===== src/rtl/fetch_buffer_ctrl.sv =====
// In-order instruction buffer between fetcher and decoder: credit-limited sequential
// fetch requests, FWFT dispatch of {instr, pc} pairs, flush redirect with stale-response drop.
module fetch_buffer_ctrl #(
    parameter int              DEPTH     = 16,
    parameter int              MAX_OUTST = 4,
    parameter int              XLEN      = 32,
    parameter logic [XLEN-1:0] RESET_PC  = 'h1000
) (
    input  logic                      clk,
    input  logic                      rst,
    input  logic                      flush_i,
    input  logic [XLEN-1:0]           flush_pc_i,
    output logic                      fetch_req_valid_o,
    input  logic                      fetch_req_ready_i,
    output logic [XLEN-1:0]           fetch_req_pc_o,
    input  logic                      fetch_rsp_valid_i,
    input  logic [XLEN-1:0]           fetch_rsp_instr_i,
    output logic                      dc_valid_o,
    input  logic                      dc_ready_i,
    output logic [XLEN-1:0]           dc_instr_o,
    output logic [XLEN-1:0]           dc_pc_o,
    output logic [$clog2(DEPTH):0]    count_o,
    output logic                      err_o
);

    localparam int AW = $clog2(DEPTH);
    localparam int CW = AW + 1;
    localparam int PW = (MAX_OUTST > 1) ? $clog2(MAX_OUTST) : 1;
    localparam int OW = $clog2(MAX_OUTST + 1);
    localparam int SW = CW + 1;

    logic [XLEN-1:0] fetch_pc_q, fetch_pc_d;
    logic [AW-1:0]   head_q, head_d, tail_q, tail_d;
    logic [CW-1:0]   count_q, count_d;
    logic [OW-1:0]   outst_q, outst_d, drop_q, drop_d;
    logic            err_q, err_d;
    logic [PW-1:0]   pcf_rd_q, pcf_rd_d, pcf_wr_q, pcf_wr_d;

    logic [XLEN-1:0] buf_instr [DEPTH];
    logic [XLEN-1:0] buf_pc    [DEPTH];
    logic [XLEN-1:0] pcf_mem   [MAX_OUTST];

    logic [SW-1:0] inflight, credit_sum;
    logic          req_fire, dc_fire, rsp_any, rsp_keep, buf_wr;

    function automatic logic [PW-1:0] pcf_next(input logic [PW-1:0] p);
        return (p == PW'(MAX_OUTST - 1)) ? '0 : p + PW'(1);
    endfunction

    // Handshakes on both sides are plain valid/ready: a transfer happens in a cycle
    // exactly when valid & ready are both high at the rising edge.
    // Stale (dropped) requests still hold credit until their responses return.
    assign inflight          = SW'(outst_q) + SW'(drop_q);
    assign credit_sum        = SW'(count_q) + inflight;
    assign fetch_req_valid_o = !rst && !flush_i && (credit_sum < SW'(DEPTH))
                               && (inflight < SW'(MAX_OUTST));
    assign fetch_req_pc_o    = fetch_pc_q;
    assign req_fire          = fetch_req_valid_o && fetch_req_ready_i;

    assign rsp_any  = fetch_rsp_valid_i && (inflight != '0);
    assign rsp_keep = rsp_any && (drop_q == '0);
    assign buf_wr   = rsp_keep && !flush_i;

    assign dc_valid_o = (count_q != '0);
    assign dc_instr_o = buf_instr[head_q];
    assign dc_pc_o    = buf_pc[head_q];
    assign dc_fire    = dc_valid_o && dc_ready_i && !flush_i;
    assign count_o    = count_q;
    assign err_o      = err_q;

    always_comb begin
        fetch_pc_d = fetch_pc_q;
        head_d     = head_q;
        tail_d     = tail_q;
        count_d    = count_q;
        outst_d    = outst_q;
        drop_d     = drop_q;
        err_d      = err_q;
        pcf_rd_d   = pcf_rd_q;
        pcf_wr_d   = pcf_wr_q;

        if (req_fire) begin
            fetch_pc_d = fetch_pc_q + XLEN'(4);
            pcf_wr_d   = pcf_next(pcf_wr_q);
        end
        if (rsp_any) begin
            pcf_rd_d = pcf_next(pcf_rd_q);
        end
        if (rsp_any && !rsp_keep) begin
            drop_d = drop_q - OW'(1);
        end
        outst_d = outst_q + OW'(req_fire) - OW'(rsp_keep);

        if (buf_wr) begin
            tail_d = tail_q + AW'(1);
        end
        if (dc_fire) begin
            head_d = head_q + AW'(1);
        end
        count_d = count_q + CW'(buf_wr) - CW'(dc_fire);

        if (fetch_rsp_valid_i && (inflight == '0)) begin
            err_d = 1'b1;
        end

        // Flush: every request still in flight becomes stale; the PC FIFO keeps its
        // order so stale entries drain from its head ahead of new requests.
        if (flush_i) begin
            head_d     = '0;
            tail_d     = '0;
            count_d    = '0;
            fetch_pc_d = {flush_pc_i[XLEN-1:2], 2'b00};
            outst_d    = '0;
            drop_d     = OW'(inflight - SW'(rsp_any));
        end
    end

    always_ff @(posedge clk or posedge rst) begin
        if (rst) begin
            fetch_pc_q <= RESET_PC;
            head_q     <= '0;
            tail_q     <= '0;
            count_q    <= '0;
            outst_q    <= '0;
            drop_q     <= '0;
            err_q      <= 1'b0;
            pcf_rd_q   <= '0;
            pcf_wr_q   <= '0;
        end else begin
            fetch_pc_q <= fetch_pc_d;
            head_q     <= head_d;
            tail_q     <= tail_d;
            count_q    <= count_d;
            outst_q    <= outst_d;
            drop_q     <= drop_d;
            err_q      <= err_d;
            pcf_rd_q   <= pcf_rd_d;
            pcf_wr_q   <= pcf_wr_d;
        end
    end

    // Storage arrays carry no reset; occupancy and pointers qualify their contents.
    always_ff @(posedge clk) begin
        if (buf_wr) begin
            buf_instr[tail_q] <= fetch_rsp_instr_i;
            buf_pc[tail_q]    <= pcf_mem[pcf_rd_q];
        end
        if (req_fire) begin
            pcf_mem[pcf_wr_q] <= fetch_pc_q;
        end
    end

endmodule


===== config.mk =====
export PLATFORM = sky130hd
export DESIGN_NAME = fetch_buffer_ctrl
export DESIGN_NICKNAME = d
export VERILOG_FILES = /design/src/rtl/fetch_buffer_ctrl.sv
export SDC_FILE = /design/constraint.sdc
export NUM_CORES = 1
export LEC_CHECK = 0
export ABC_AREA = 1
export CAP_MARGIN = 25
export CORE_AREA = 10 10 291 293
export DETAILED_ROUTE_END_ITERATION = 6
export DIE_AREA = 0 0 301 303
export GPL_ROUTABILITY_DRIVEN = 1
export GPL_TIMING_DRIVEN = 0
export PLACE_DENSITY_LB_ADDON = 0.1
export SLEW_MARGIN = 40
export SYNTH_ARGS = -nofsm -noshare
export SYNTH_HDL_FRONTEND = slang
export SYNTH_SLANG_ARGS = --single-unit
export TNS_END_PERCENT = 1

===== constraint.sdc =====
create_clock -name clk -period 19.8 [get_ports clk]
set_input_delay 3.96 -clock clk [delete_from_list [all_inputs] [get_ports clk]]
set_output_delay 3.96 -clock clk [all_outputs]
set_load 0.005 [all_outputs]

==> results.txt <==
* RSZ-0062 raised after global routing: false
- After clock tree synthesis, the setup repair step added 0 buffers.
- Of the cells placed in the final design, the portion with a size suffix greater than 1 is 0.132.
- Counting along the longest clock path gives a buffer depth of 3.
- Number of buffers added to fix hold violations after cts: 0
- Across every metal layer, demand over resource in global routing totals 0.324.
* Worst relative slew slack: 0.387
* Library cell used as clock root buffer: clkbuf_16
- Most common cell type on the critical path: clkdlybuf4s50_1
- The startpoint identified for the worst register-to-register timing path is drop_q[0].
- Sum of negative setup slack: 0 ns
* Highest cell delay on the worst timing path: 0.51 ns
- For the worst setup path, the data arrival time is 5.63 ns.
- Of the synthesized area, sequential elements account for 0.744.
* Max-cap violation count: 0
- Worst reg2reg setup slack: 15.52 ns
* Power share of the combinational group: 0.270
- Number of buffer and inverter instances along the worst setup path: 4
* CTS resizes: 0
- Detailed-route DRC error count: 4
- The max-slew violation total from the final report came to 0.
- Crit path max-delay cell type: clkdlybuf4s50_1
- Entering global routing, the biggest net connects 38 pins.
- The routed design could run at a clock period as short as 9.60 ns.
* Area Overhead vs Synth: 18.6%
- Share of total power in the clock network: 0.304
- Failing checks: design-rule violations
- Among all flip-flop cells after synthesis, the most frequent one is edfxtp_1.
- After detailed routing, the total wire length is 151 mm.
* Clock-pin slew of the registers on the worst-case setup and hold paths: 0.06 ns
* Placed Instances: 4976
- Iteration count of the initial detailed-routing pass: 7
- In this run, synthesis inferred 1112 flip-flops with an integrated enable.
* Clock Sinks: 1166
- Derived from the worst setup path, the maximum achievable clock frequency is 104 MHz.
- The initialized floorplan defines 103 standard-cell rows.
* Register bit total from synthesis: 1166
* Clock H-tree levels: 3
- In this run the cell area of the synthesized design comes to 46700 sq um.
- Start point of the worst hold path: err_o
- In this run the horizontal extent of the chip is 301 microns.
* Result of the run: complete, but fails checks
* Synthesized area per cell: 13.1 sq um
* Clk Latency, worst-skew pair: 0.70 ns
* Ys async rst share: 0.0463
- The multi-input combinational cells in the finished layout cover a total of 10900 sq um.
- TritonCTS created 113 clock buffers.
- Vias: 33.9k
- For this design the total switching power over the nets is 2.37 mW.
- The internal power of the cells totals 4.79 mW.
* Vias in the first global route: 33.1k
- Sequential power share: 0.426
- VDD sags by at most 0.0802 mV.
* Area of the core: 78600 sq um
- Worst-case clock skew: 0.0288 ns
* CP Max Fanout: 19
- Hold WC Path Type: reg -> reg
* Via-to-Cell Ratio: 6.54
* Remaining number of nets flagged by the antenna check after routing: 0
- The first global-routing pass estimated 216 mm of wire.
* Y dimension of the die: 303 microns
- By startpoint and endpoint, the worst setup path is classified as in -> out.
- In the final layout, flip-flops and latches occupy 34700 sq um.
- Once layout is complete, the cells apart from fillers number 5193.
- Initial core utilization: 0.594
* Number of distinct library cells after synthesis: 35
- The number of failing hold endpoints at the final stage was 0.
* Commonest non-fill, non-tap cell in the layout: edfxtp_1
* Net count of the finished layout: 4144
* Total global routing overflow: 0
- Post-synthesis instance total: 3569
- Portion of the clock cycle consumed by the worst path in the final layout: 0.485
* Iteration-0 DRC Markers: 4634
- Fill cells: 5241
- Initial antenna violation count: 4
- CP top delay family: buffers and inverters
- Worst Path Required: 15.84 ns
- Wire per inst: 29.0 microns
- The critical path goes through clkdlybuf4s50_1 > inv_4 > nand3_1 > nor2_2 > nand2_2 > inv_1 > clkdlybuf4s50_1.
- Half-perimeter wire length after placement: 104 mm
- P_leak: 19.0 nW
- TritonCTS built the clock tree.
- In this run the tool buffered the top-level ports with 166 buffer cells.
- The congestion estimate from routability-driven global placement came to 0.905.
- Tracing the worst setup path back leads to its startpoint at rst.
- Type of element launching the critical path: input pin
- For this design the ratio of total power to cell area is 129 nW/um^2.
- Count of pins on the block boundary: 174
* Number of warnings issued by yosys: 0
* Sw Share: 0.331
- Setup violations remaining at the end of the flow were counted as 0.
- Crit end category: output port
- Pin slew with the least headroom to its limit: 0.920 ns
- Commonest non-fill, non-tap cells in the layout: edfxtp_1, nor2_1, o21ai_0
- The floorplan step defined a die boundary enclosing 91200 sq um.
power groups by stage:
stage	Combinational, mW	Clock [mW]	Sequential (mW)
after CTS	1.89	2.17	3.05
after global placement	1.76	0	3.11
after global routing	2.06	2.27	3.06
final	1.93	2.17	3.05
after detailed placement	1.87	0	3.10
after floorplan	0.971	0	3.08
registers in the layout, summed over array words and instances (netlist names):
| signal | count |
|---|---|
| buf_pc | 480 |
| drop_q | 3 |
| count_o | 5 |
| pcf_mem | 120 |
| pcf_rd_q | 2 |
| pcf_wr_q | 2 |
| buf_instr | 512 |
| err_o | 1 |
| tail_q | 4 |
| outst_q | 3 |
| head_q | 4 |
| fetch_req_pc_o | 30 |
cell families after synthesis:
family          synth area share
xor+xnor                 0.00337
flops                      0.744
other cells            0.0000803
fa+ha+maj                0.00905
compound gates             0.114
buf+inv                   0.0304
simple gates              0.0990
mux                     0.000214
routing by layer:
layer | GRT usage | wire [microns]
met5 | 0 | 27
met4 | 0.175 | 8470
met3 | 0.0738 | 17500
met2 | 0.540 | 72900
met1 | 0.392 | 51900
final timing paths:
| check | end | cells past startpoint |
|---|---|---|
| worst max-delay path | fetch_req_valid_o | 7 |
| worst min-delay path | err_o | 1 |
| worst max register to register | buf_instr[4][2] | 14 |
| worst min register to register | err_o | 1 |
| max in group asynchronous | fetch_req_pc_o[12] | 3 |
| min in group asynchronous | tail_q[0] | 2 |
cell usage after synthesis (52+ instances only):
cell type / n / area (sq um)
o22ai_1: 52 / 325
inv_1: 66 / 248
dfrtp_1: 53 / 1330
edfxtp_1: 1112 / 33400
o21ai_0: 517 / 2590
o21ai_1: 55 / 275
buf_2: 78 / 390
nand3_1: 195 / 976
clkbuf_1: 131 / 492
nor2_1: 672 / 2520
o221ai_1: 185 / 1620
o211ai_1: 63 / 473
nand2_1: 263 / 987
cell type report:
class | count | area share
repair buffers | 355 | 0.0591
clock inverters | 71 | 0.0122
plain buffers | 245 | 0.0212
well taps | 1050 | 0.0237
diodes | 2 | 0.0000903
flip-flops and latches | 1166 | 0.627
multi-input cells | 2089 | 0.196
clock buffers | 143 | 0.0553
inverters | 72 | 0.00492
through the flow:
step / setup WS (ns) / power [mW] / util / cell area, sq um / hold slack, ns
6_report: 10.21 / 7.16 / 0.705 / 55400 / 0.480
2_1_floorplan: 10.18 / 4.05 / - / 46700 / 0.468
4_1_cts: 10.15 / 7.10 / 0.704 / 55400 / 0.487
5_1_grt: 10.04 / 7.39 / 0.705 / 55400 / 0.506
3_3_place_gp: 4.38 / 4.87 / 0.632 / 49700 / 0.465
3_5_place_dp: 10.16 / 4.97 / 0.657 / 51600 / 0.469
Note: power is estimated with default switching activity, not from simulation.
